**src/rtl/fpu_issuer.sv**
```systemverilog
// Request-side controller for en/busy/done FPU units: buffers operand pairs,
// issues one op at a time and returns each result (or a watchdog timeout).
module fpu_issuer #(
  parameter int DEPTH   = 4,
  parameter int TIMEOUT = 15
) (
  input  logic        clk,
  input  logic        rst,
  input  logic        cmd_valid,
  output logic        cmd_ready,
  input  logic [31:0] cmd_a,
  input  logic [31:0] cmd_b,
  output logic        fu_en,
  output logic [31:0] fu_adata,
  output logic [31:0] fu_bdata,
  input  logic [31:0] fu_result,
  input  logic        fu_done,
  input  logic        fu_busy,
  output logic        rsp_valid,
  input  logic        rsp_ready,
  output logic [31:0] rsp_data,
  output logic        rsp_timeout
);

  localparam int AW = $clog2(DEPTH);
  localparam int CW = AW + 1;
  localparam int WW = $clog2(TIMEOUT + 1);

  localparam logic [1:0] S_IDLE  = 2'd0;
  localparam logic [1:0] S_WAIT  = 2'd1;
  localparam logic [1:0] S_DRAIN = 2'd2;

  localparam logic [31:0] QNAN = 32'h7FC00000;

  logic [1:0]    state;
  logic [31:0]   mem_a [DEPTH];
  logic [31:0]   mem_b [DEPTH];
  logic [AW-1:0] wr_ptr;
  logic [AW-1:0] rd_ptr;
  logic [CW-1:0] count;
  logic [WW-1:0] wd;
  logic [31:0]   op_a;
  logic [31:0]   op_b;
  logic          push;
  logic          issue;
  logic          slot_free;
  logic          expire;

  assign cmd_ready = (count != CW'(DEPTH));
  assign push      = cmd_valid & cmd_ready;
  // The response slot counts as free when it is being drained this very cycle.
  assign slot_free = !rsp_valid || rsp_ready;
  assign issue     = (state == S_IDLE) && (count != '0) && !fu_busy && slot_free;
  // wd holds (cycles after fu_en) - 1, so this is the TIMEOUT-th cycle; done wins.
  assign expire    = (state == S_WAIT) && !fu_done && (wd == WW'(TIMEOUT - 1));

  // Operands come straight from the FIFO head in the issue cycle, then from the hold registers.
  assign fu_en    = issue;
  assign fu_adata = issue ? mem_a[rd_ptr] : op_a;
  assign fu_bdata = issue ? mem_b[rd_ptr] : op_b;

  // NOTE: storage is not reset; only pointers and count define which entries are live.
  always_ff @(posedge clk) begin
    if (push) begin
      mem_a[wr_ptr] <= cmd_a;
      mem_b[wr_ptr] <= cmd_b;
    end
  end

  always_ff @(posedge clk or posedge rst) begin
    if (rst) begin
      wr_ptr <= '0;
      rd_ptr <= '0;
      count  <= '0;
    end else begin
      if (push)  wr_ptr <= wr_ptr + 1'b1;
      if (issue) rd_ptr <= rd_ptr + 1'b1;
      case ({push, issue})
        2'b10:   count <= count + 1'b1;
        2'b01:   count <= count - 1'b1;
        default: count <= count;
      endcase
    end
  end

  always_ff @(posedge clk or posedge rst) begin
    if (rst) begin
      state <= S_IDLE;
      wd    <= '0;
      op_a  <= '0;
      op_b  <= '0;
    end else begin
      case (state)
        S_IDLE: begin
          if (issue) begin
            op_a  <= mem_a[rd_ptr];
            op_b  <= mem_b[rd_ptr];
            wd    <= '0;
            state <= S_WAIT;
          end
        end
        S_WAIT: begin
          wd <= wd + 1'b1;
          if (fu_done)     state <= S_IDLE;
          else if (expire) state <= S_DRAIN;
        end
        S_DRAIN: begin
          if (!fu_busy && !fu_done) state <= S_IDLE;
        end
        default: state <= S_IDLE;
      endcase
    end
  end

  // A reload in the same cycle as a consumer handshake keeps the slot full.
  always_ff @(posedge clk or posedge rst) begin
    if (rst) begin
      rsp_valid   <= 1'b0;
      rsp_data    <= '0;
      rsp_timeout <= 1'b0;
    end else if ((state == S_WAIT) && fu_done) begin
      rsp_valid   <= 1'b1;
      rsp_data    <= fu_result;
      rsp_timeout <= 1'b0;
    end else if (expire) begin
      rsp_valid   <= 1'b1;
      rsp_data    <= QNAN;
      rsp_timeout <= 1'b1;
    end else if (rsp_valid && rsp_ready) begin
      rsp_valid <= 1'b0;
    end
  end

endmodule
```
**config.mk**
```make
export PLATFORM = sky130hd
export DESIGN_NAME = fpu_issuer
export DESIGN_NICKNAME = d
export VERILOG_FILES = /design/src/rtl/fpu_issuer.sv
export SDC_FILE = /design/constraint.sdc
export NUM_CORES = 1
export LEC_CHECK = 0
export ABC_AREA = 1
export BUFFER_PORTS_ARGS = -buffer_cell sky130_fd_sc_hd__buf_2
export CAP_MARGIN = 30
export CORE_ASPECT_RATIO = 1.1
export CORE_UTILIZATION = 45
export CTS_BUF_LIST = sky130_fd_sc_hd__clkbuf_2
export DETAILED_ROUTE_END_ITERATION = 16
export GPL_TIMING_DRIVEN = 0
export RECOVER_POWER = 100
export SLEW_MARGIN = 10
export SYNTH_ARGS = -nofsm -noshare
export SYNTH_HDL_FRONTEND = slang
export SYNTH_SLANG_ARGS = --single-unit
```
**constraint.sdc**
```tcl
create_clock -name clk -period 7.03 [get_ports clk]
set_input_delay 0 -clock clk [delete_from_list [all_inputs] [get_ports clk]]
set_output_delay 0 -clock clk [all_outputs]
set_load 0.03 [all_outputs]
```
== Word-level counts from Yosys, hierarchy flattened ==
Memory sizes are Yosys's and may differ from the RTL's.
Index checks and enable logic that the tools add are counted.

* Reduce and logical (&&, ||, !) cells: 20
* Bitwise gates (word level): 1
* Muxes and demuxes: 19
* $add $sub $neg: 5
* Equality and inequality tests: 9

{| class="wikitable"
|+ Operator list
! cell !! count
|-
| 32-bit two-way mux || 4
|-
| 1-bit logical AND || 8
|-
| 2-bit two-way mux || 4
|-
| 4-bit one-hot mux with 2 select lines || 1
|-
| 1-bit two-way mux || 7
|-
| 3-bit inequality test (second input constant) || 2
|-
| 2-bit one-hot mux with 3 select lines || 1
|-
| 3-bit one-hot mux with 2 select lines || 1
|-
| 2-bit nonzero test || 3
|-
| 3-bit nonzero test || 2
|-
| 2-bit by 1-bit adder with 2-bit output (second input constant) || 2
|-
| 4-bit by 1-bit adder with 4-bit output (second input constant) || 1
|-
| 2-bit by 1-bit == test with 1-bit output (second input constant) || 2
|-
| 2-bit == test (second input constant) || 2
|-
| 4-bit == test (second input constant) || 1
|-
| 4-bit two-way mux || 1
|-
| 2-bit inequality test (second input constant) || 2
|-
| 3-bit by 1-bit adder with 3-bit output (second input constant) || 1
|-
| 1-bit zero test || 3
|-
| 3-bit AND reduction || 1
|-
| 3-bit by 1-bit subtractor with 3-bit output (second input constant) || 1
|-
| 2-bit zero test || 1
|-
| 2-bit AND reduction || 1
|-
| 1-bit AND || 1
|-
| 1-bit logical OR || 1
|}

* Input bits: 102
* Output and inout port bits: 100
* Memories: 2
* Logic and storage cells: 66
* Register bits after elaboration: 111
* Bits in writable memories: 256

{| class="wikitable"
|+ Memories
! name !! words !! bits a word !! read ports !! clocked after memory_dff !! wr ports !! line !! source
|-
| mem_a || 4 || 32 || 1 || 0 || 1 || 36 || <nowiki>logic [31:0] mem_a [DEPTH];</nowiki>
|-
| mem_b || 4 || 32 || 1 || 0 || 1 || 37 || <nowiki>logic [31:0] mem_b [DEPTH];</nowiki>
|}

== Depth between registers and ports, before layout ==
Gate-level depths: netlist of the first run.

* Depth after elaboration: 6
* Gate-level depth with buffers: 11
* Depth with buffers taken out: 10

== Worst setup path after synthesis of the first run ==
Ideal clock, no wire load.

* Path kind: flip-flop to flip-flop
* From: reg count[0]
* To: mem mem_a[0][0] (enable)
* Period minus slack after synthesis: 4149 ps
* Arrival time: 3662 ps
* Path buffers: 0
* Stages on the path, launching flop included: 5
* Setup slack: 2881 ps
* Path through: dfrtp_1 inv_1 nand3_1 nand2_1 nor2_1

* Longest elaborated chain between the ends: 4

{| class="wikitable"
|+ Ends and longest elaborated chain
! item !! line !! source
|-
| from (decl) || 40 || <nowiki>logic [CW-1:0] count;</nowiki>
|-
| from (signal assigned) || 79 || <nowiki>2'b10: count <= count + 1'b1;</nowiki>
|-
| from (signal assigned) || 80 || <nowiki>2'b01: count <= count - 1'b1;</nowiki>
|-
| from (signal assigned) || 81 || <nowiki>default: count <= count;</nowiki>
|-
| 3-bit inequality test || 49 || <nowiki>assign cmd_ready = (count != CW'(DEPTH));</nowiki>
|-
| net cmd_ready || 10 || <nowiki>output logic cmd_ready,</nowiki>
|-
| 1-bit AND || 50 || <nowiki>assign push = cmd_valid & cmd_ready;</nowiki>
|-
| 1-bit two-way mux || 64 || <nowiki>if (push) begin</nowiki>
|-
| 1-bit two-way mux (implied by the code) || 65 || <nowiki>mem_a[wr_ptr] <= cmd_a;</nowiki>
|-
| to (decl) || 36 ||
|}

The timed path passes the listed nets, and every way through them passes these cells.

== Worst setup path after layout of the first run ==
* From: reg count[0]
* To: mem mem_b[1][10] (enable)

* Longest elaborated chain between the ends: 4

{| class="wikitable"
|+ Ends and longest elaborated chain
! item !! line !! source
|-
| 3-bit inequality test || 49 ||
|-
| 1-bit AND || 50 ||
|-
| 1-bit two-way mux || 64 ||
|-
| 1-bit two-way mux (implied by the code) || 66 || <nowiki>mem_b[wr_ptr] <= cmd_b;</nowiki>
|-
| to (decl) || 37 ||
|}

No other way between the ends.

==> results.md, run 1 <==
- The final weighted congestion in routability-driven placement is between 0.7 and 0.8.
- Summing every instance area after synthesis gives 0.0151 sq mm.
- The number of flops mapped to enable cells by yosys is about 260.
- The clock transition at the register clock pins on the worst setup and hold paths after CTS is approximately 100 ps.
- The flip-flop cell with the highest count after synthesis is sky130_fd_sc_hd__edfxtp_1.
- The share of total power in sequential cells is 0.375.
- The proportion of register bits with asynchronous set or reset after synthesis is 0.302.
- At the worst endpoint, the required time is 7500 ps.
- Headroom to the max-slew limit came out at -0.977.
- The leakage power is ~8.4 nW.
- Of the synthesized area, sequential elements account for 0.695.
- The full die area is 0.0342 sq mm.
- The relative contribution of combinational cells to total power is 0.452.
- The area share of the leading cell type in the synthesized netlist is 0.511.
- The count of antenna-violating nets left after detailed routing is 0.
- The number of max-slew violations in the final report was 76.
- The vias after detailed routing is 11400.
- The number of clock sinks is ~370.
- The synthesized instance count is 1255.
- The part of the power in the clock network is 0.173.
- The initial utilization of the core area, before any placement, comes to 0.461.
- By area the synthesized netlist is led by sky130_fd_sc_hd__edfxtp_1, sky130_fd_sc_hd__dfrtp_1, sky130_fd_sc_hd__nand2_1, sky130_fd_sc_hd__nand3_1, sky130_fd_sc_hd__o21ai_2.
- After detailed routing, the wire length on met1 is 16400 microns.
- Measured along the x axis, the die boundary spans about 180 microns.
- The number of setup buffers added after CTS is 0.
- The number of antenna violations at the first check in global routing is 4.
- The detailed router finished its first iteration with 550 violations.
- The routed design uses 20400 microns of met2 wire.
- STA classifies the critical path endpoint as a register.
- Buffers inserted during clock tree synthesis total 94.
- The core region is 0.0326 sq mm.
- The worst voltage drop across the vdd grid is 0.194 mV.
- The number of buffer cells added on primary ports is 201.
- The shortest period the worst path allows is 4450 ps.
- The path category of the worst min-delay check is in2reg.
- The share of the core filled with cells in the final layout is 0.608.
- The routed length on met3 is ~2400 microns.
- The clock tree from TritonCTS is done.
- The startpoint type of the worst setup path is a register.
- The fraction of the mapped netlist area in simple logic gates is 0.194.
- The via count normalized by instance count is 4.88.
- The maximum count of clock buffers along a single path is 3.
- By startpoint and endpoint, the worst setup path is classified as reg2reg.
- The worst hold path passes through 4 cells.
- Summed over all layers, the global routing overflow is 0.
- The source-to-sink clock delay at the later pin of the worst-skew pair is 930 ps.
- The number of cells on the worst reg-to-reg path is 6.
- Counting instances in the post-synthesis netlist gives the leading cell types as sky130_fd_sc_hd__nand2_1, sky130_fd_sc_hd__edfxtp_1, sky130_fd_sc_hd__nand3_1.
- The worst-path maximum fanout is 18.
- Summed over all nets, the switching power comes to 0.00382 W.
- The area fraction in compound gates after synthesis is 0.0630.
- The biggest area contributor in the post-synthesis netlist is sky130_fd_sc_hd__edfxtp_1.
- The highest layer touched by signal routing is met4.
- The run finished, with violations left.
- The DRC violations left is 0.
- The post-synthesis share of cell area spent on xor and xnor gates is 0.00291.
- The die is 194 microns tall.
- The internal power contribution is roughly 0.0047 W.
- The layout overhead on the synthesized area is 31.8%.
- The maximum level of the CTS H-tree is 3.
- The Yosys step of the flow raised 0 warnings.
- The number of search-and-repair iterations in the first detailed-routing pass is 4.
- The number of different library cells used by synthesis comes to 35.
- Setup repair after global routing left no endpoint under its margin.
- Of the post-synthesis cell area, the part taken by muxes is 0.
- The adder-cell share of the synthesized area is 0.00715.
- The max capacitance violation total is 2.
- The first global-routing pass estimated 63200 microns of wire.
- The net count after synthesis is 1365.
- The initialized floorplan defines 69 standard-cell rows.
- For this block, the routed nets add up to 40000 microns of wire.
- At the pin with the least slew margin, the transition time is 2950 ps.
- CTS placed an instance of sky130_fd_sc_hd__clkbuf_2 at the clock tree root.
- At the end of the flow, the number of nets in the layout was 1936.
- After synthesis, the largest family of logic cells by area is simple AND/OR/NAND/NOR gates.
- The number of endpoints with negative hold slack in the final report was 0.
- The checks that failed: max-capacitance violations, max-slew violations.
- The post-route clock skew is roughly 80 ps.
- Across every metal layer, demand over resource in global routing totals 0.240.
- Setup total negative slack on the finished layout was measured at 0 ps.
- The largest net degree at the start of global routing is 61.
- The number of global-route vias before repair is approximately 12000.
- Of the available clock period, the critical path in the final layout requires 0.632.
- For this run, the top clock speed supported by timing is roughly 220 MHz.
- In this run, synthesis produced a sequential element count of 367.
- Dividing total power by cell area gives a power density of 428 mW/mm^2.
- Detailed placement finished with a half-perimeter wire length of around 23000 microns.
- By instance count, the leading cell after synthesis is sky130_fd_sc_hd__nand2_1.
- Setup violations remaining at the end of the flow were counted as 0.
- Data arrives at the worst endpoint at 4920 ps.
- Of the total power, the share spent switching nets is 0.449.
- In the final routed layout, each cell accounts on average for approximately 17 microns.
- In the final layout, the share of cells above drive strength 1 is 0.210.
- Averaged over all synthesized cells, the footprint is roughly 12 sq um.
- Pin placement for this block handled ~200 I/O pins.
-- power groups by stage --
stage,registers (W),logic (W),clock network [W]
final,0.00319,0.00384,0.00147
after global routing,0.00325,0.00420,0.00164
after CTS,0.00316,0.00418,0.00152
after detailed placement,0.00321,0.00392,0
after global placement,0.00326,0.00374,0
after floorplan,0.00339,0.00252,0
-- per-layer routing --
metal,vias up,GRT usage
li1,5502,-
met5,-,0
met4,0,0.0875
met2,372,0.419
met3,66,0.0531
met1,5453,0.289
-- cells in the final DEF (no fill, tap or decap), drive strengths merged --
cell         count
bufinv           1
xor2             3
o211ai           1
nand3          140
clkinv          16
xnor2            2
or2              1
ha               7
nand4            1
fa               1
a21o             1
a21oi            4
clkbuf         290
diode            5
dlygate4sd3    261
nand2          481
inv             25
clkinvlp         2
edfxtp         256
nor2            24
dfrtp          111
buf            145
o21ai          131
a31o             1
-- worst paths after layout --
check | from | endpoint | slack (ps)
min in group asynchronous | rst | rsp_data[24] | 1010
min | cmd_valid | wr_ptr[0] | 110
min reg2reg | op_a[0] | op_a[0] | 490
max | count[0] | mem_b[1][10] | 2580
max reg2reg | count[0] | mem_b[1][10] | 2580
max in group asynchronous | rst | op_b[13] | 4650
-- per-stage QoR --
stage	total power [W]	cells	hold slack, ps	instance area [sq um]	setup WS (ps)
2_1_floorplan	0.00591	1255	98.9	15100	2880
3_3_place_gp	0.00700	1882	207	16600	612
3_5_place_dp	0.00714	1895	128	17000	4670
4_1_cts	0.00886	2331	13.0	20400	4210
5_1_grt	0.00908	2334	53.8	19800	2220
6_report	0.00850	2336	114	19800	2580
-- flip-flops by register name, summed over array words and instances, names as in the netlist --
name	count
count	3
mem_a	128
mem_b	128
op_a	32
op_b	32
rd_ptr	2
rsp_data	32
rsp_timeout	1
rsp_valid	1
state	2
wd	4
wr_ptr	2
-- critical path, stage by stage (launching register included) --
cell	delay [ps]
sky130_fd_sc_hd__dfrtp_1	370
sky130_fd_sc_hd__inv_1	90
sky130_fd_sc_hd__nand3_1	140
sky130_fd_sc_hd__nand2_1	210
sky130_fd_sc_hd__nor2_1	1240
sky130_fd_sc_hd__clkbuf_1	930
sky130_fd_sc_hd__clkbuf_1	1020
-- layout make-up --
class / count / area, sq um
Fill cell: 2714 / 12800
Sequential cell: 367 / 10500
Multi-Input combinational cell: 798 / 3920
Timing Repair Buffer: 475 / 3580
Clock buffer: 155 / 776
Tap cell: 426 / 533
Buffer: 66 / 349
Clock inverter: 20 / 103
Inverter: 24 / 95.1
Antenna cell: 5 / 12.5
-- repair_timing --
item,in CTS,in global routing
resized for setup,0,0
hold buffers,261,0
hold endpoints to repair,516,0
-- cell families after synthesis --
group	Yosys count
adder cells (fa/ha/maj)	8
AND/OR/NAND/NOR	647
buffers and inverters	90
flip-flops	367
XOR/XNOR	5
AO/OA/AOI/OAI	138
Power figures use the tool's default switching activity.
==> run 2: changes to the inputs <==
PLACE_DENSITY = 0.67   (was not set)
clock period = 3.65 ns   (was 7.03 ns; I/O delays follow)
==> run 2 against run 1 <==
  * The flow still finishes with violations (max-capacitance violations, max-slew violations)
  * Clock skew decreased by 1.4 ps
  * Fmax increased by 45%
  * Critical path depth increased by 2
  * Total power increased by 95%
  * Register-to-register slack got worse by 2000 ps
  * First-iteration DRC count increased by 14%
  * Cell count decreased by 0.34%
  * Highest routed layer is now met5
==> results.md, run 2 (synthesis results as in run 1) <==
- In this run the worst hold path is classified as in2reg.
- The max capacitance violation total came to 1 (-1).
- In the final layout, the registers with the most flip-flops are mem_a: 128 flops, mem_b: 128 flops.
- The leakage power is 8.45 nW (+0.93%).
- The placed instance count is 1892 (-0.16%).
- The pin slew with the least headroom to its limit is 2700 ps (-246 ps).
- TritonCTS built the clock tree.
- The net total in the final layout is 1934 (-0.10%).
- The number of endpoints with negative hold slack in the final report is 0 (unchanged).
- The final standard cell count with taps included and fillers excluded is 2328 (-0.34%).
- The number of clock sinks is 367 (unchanged).
- The maximum level of the CTS H-tree came to 3 (unchanged).
- The number of buffer cells added on primary ports is 201 (unchanged).
- The root cell of the clock tree is sky130_fd_sc_hd__clkbuf_2.
- The minimum setup slack among reg-to-reg paths is 570 ps (-2010 ps).
- The final routed wirelength across all metal layers is 39300 microns (-2.0%).
- The timing startpoint of the critical path is state[1].
- The worst-path maximum fanout came to 10 (-8).
- The final reports fail on max-capacitance violations, max-slew violations.
- The slowest stage of the critical path belongs to the cell sky130_fd_sc_hd__dlygate4sd3_1.
- By instance count, the cell type seen most on the critical path is sky130_fd_sc_hd__nor2_1.
- The count of cells resized by post-cts repair is 0 (unchanged).
- The startpoint identified for the worst hold timing path is fu_busy.
- The initial standard-cell utilization of the core was 0.461 (unchanged).
- The DRC violations left is 0 (unchanged).
- The vias after detailed routing came to 11500 (+0.97%).
- The critical path required time is 4460 ps (-3040 ps).
- The full die area is 0.0342 sq mm (unchanged).
- The number of rows created at floorplan came to 69 (unchanged).
- The number of global-route vias before repair is 11900 (+0.16%).
- Setup repair after global routing left no endpoint under its margin.
- The number of setup buffers added after CTS was 0 (unchanged).
- The number of top-level design ports was 202 (unchanged).
- The overall power consumption is 0.0165 W (+95%).
- The aggregate global-route resource usage was 0.232 (-0.00809).
- The die height came to 194 microns (unchanged).
- The worst voltage drop across the vdd grid came to 0.504 mV (+160%).
- The wire length per cell after detailed routing is 16.9 microns (-1.6%).
- The number of filler instances in the final layout is 2647 (-2.5%).
- The setup violation total in the final timing report is 0 (unchanged).
- The shortest period the worst path allows came to 3080 ps (-1370 ps).
- The number of design-rule violations left by the first detailed-router iteration is 625 (+14%).
- STA classifies the critical path endpoint as a register.
- The layout overhead on the synthesized area is 33.5%.
- In this run the critical register-to-register path is launched from state[1].
- The post-route clock skew is 78.4 ps (-1.44 ps).
- The delay of the slowest cell on the worst path came to 590 ps (-650 ps).
- By startpoint and endpoint, the worst setup path is classified as reg2reg.
- The number of max-slew violations in the final report was 50 (-34%).
- The endpoint arrival time on the critical path is 3890 ps (-1030 ps).
- The share of final-layout standard cells stronger than drive strength 1 came to 0.211 (+0.000968).
- The source-to-sink clock delay at the later pin of the worst-skew pair is 930 ps (about the same).
- The upper clock frequency limit is 325 MHz (+45%).
- The most frequent standard cell in the layout excluding fill and tap cells is sky130_fd_sc_hd__nand2_1.
- The post-route clock period utilization is 0.842 (+0.210).
- The wire length of the first global-routing pass was 61000 microns (-3.5%).
- The remaining max-slew budget at the tightest pin is -0.811 (+0.165).
- The aggregate global routing overflow is 0 (unchanged).
- The power per standard cell area is 823 mW/mm^2 (+92%).
- The count of antenna-violating nets left after detailed routing was 0 (unchanged).
- The run finished, with violations left.
- The critical path goes through nor2_1 -> inv_4 -> nor2_4 -> inv_1 -> nor2_1 -> dlygate4sd3_1 -> nor2_1 -> dlygate4sd3_1.
- The final weighted congestion in routability-driven placement came to 0.767 (+1.6%).
- The core outline area was 0.0326 sq mm (unchanged).
- The clock transition at the register clock pins on the worst setup and hold paths after CTS came to 120 ps (+20 ps).
- The number of antenna violations at the first check in global routing is 2 (-2).
- The post-detailed-placement half-perimeter wirelength is 22400 microns (-3.4%).
- The via count normalized by instance count is 4.94 (+1.3%).
- The chip width is 176 microns (unchanged).
- The maximum count of clock buffers along a single path is 3 (unchanged).
- The largest net degree at the start of global routing is 63 (+3.3%).
- The total clock buffers created by CTS came to 89 (-5.3%).
- The startpoint type of the worst setup path is a register.
- The number of search-and-repair iterations in the first detailed-routing pass is 7 (+3).
- The library cells used most frequently in the layout, excluding fill and tap cells, are sky130_fd_sc_hd__nand2_1, sky130_fd_sc_hd__dlygate4sd3_1, sky130_fd_sc_hd__edfxtp_1.
-- run 2: cell type report --
class	count	area (sq um)	share of cell area
sequential	367	10500	0.521
multi-input combinational	798	3970	0.197
timing repair buffer	478	3680	0.183
clock buffer	126	631	0.0314
tap	426	533	0.0265
buffer	66	475	0.0237
clock inverter	42	250	0.0124
inverter	24	96.3	0.00479
antenna	1	2.50	0.000124
-- run 2: through the flow --
step                area, sq um  hold WS, ps   util  TNS, ps  setup WS [ps]
floorplan                 15100         98.9      -  -127660           -499
CTS                       20400         10.0  0.625        0            879
global route              20100         90.0  0.616        0            407
finish                    20100          150  0.616        0            575
detailed placement        16900          106  0.517        0           1090
global placement          16600          211  0.508  -788070          -2700
-- run 2: power breakdown --
group          switching, W  internal (W)
Clock               0.00164       0.00116
Combinational       0.00527       0.00233
Sequential         0.000464       0.00566
-- run 2: per-layer routing --
| layer | wire (microns) | vias up | GRT usage |
|---|---|---|---|
| li1 | - | 5493 | - |
| met1 | 15700 | 5537 | 0.270 |
| met4 | 903 | 2 | 0.0945 |
| met5 | 13 | - | 0 |
| met2 | 20200 | 395 | 0.412 |
| met3 | 2390 | 76 | 0.0492 |
-- run 2: path summary, 6_finish.rpt --
check / endpoint / cells past startpoint
min in group asynchronous: rsp_data[11] / 4
min: wd[0] / 8
max: rsp_data[23] / 8
min reg2reg: count[0] / 1
max reg2reg: rsp_data[23] / 8
max in group asynchronous: op_a[13] / 4
-- run 2: what timing repair did --
| item | 4_1_cts | 5_1_grt |
|---|---|---|
| hold endpoints to repair | 478 | 0 |
| setup endpoints to repair | 0 | 0 |
| hold buffers | 267 | 0 |
-- run 2: critical path: cells and delay by family, from the launching register on --
kind | cells | cell delay, ps
buffers and inverters | 4 | 1470
AND/OR/NAND/NOR | 4 | 1040
flip-flops | 1 | 440
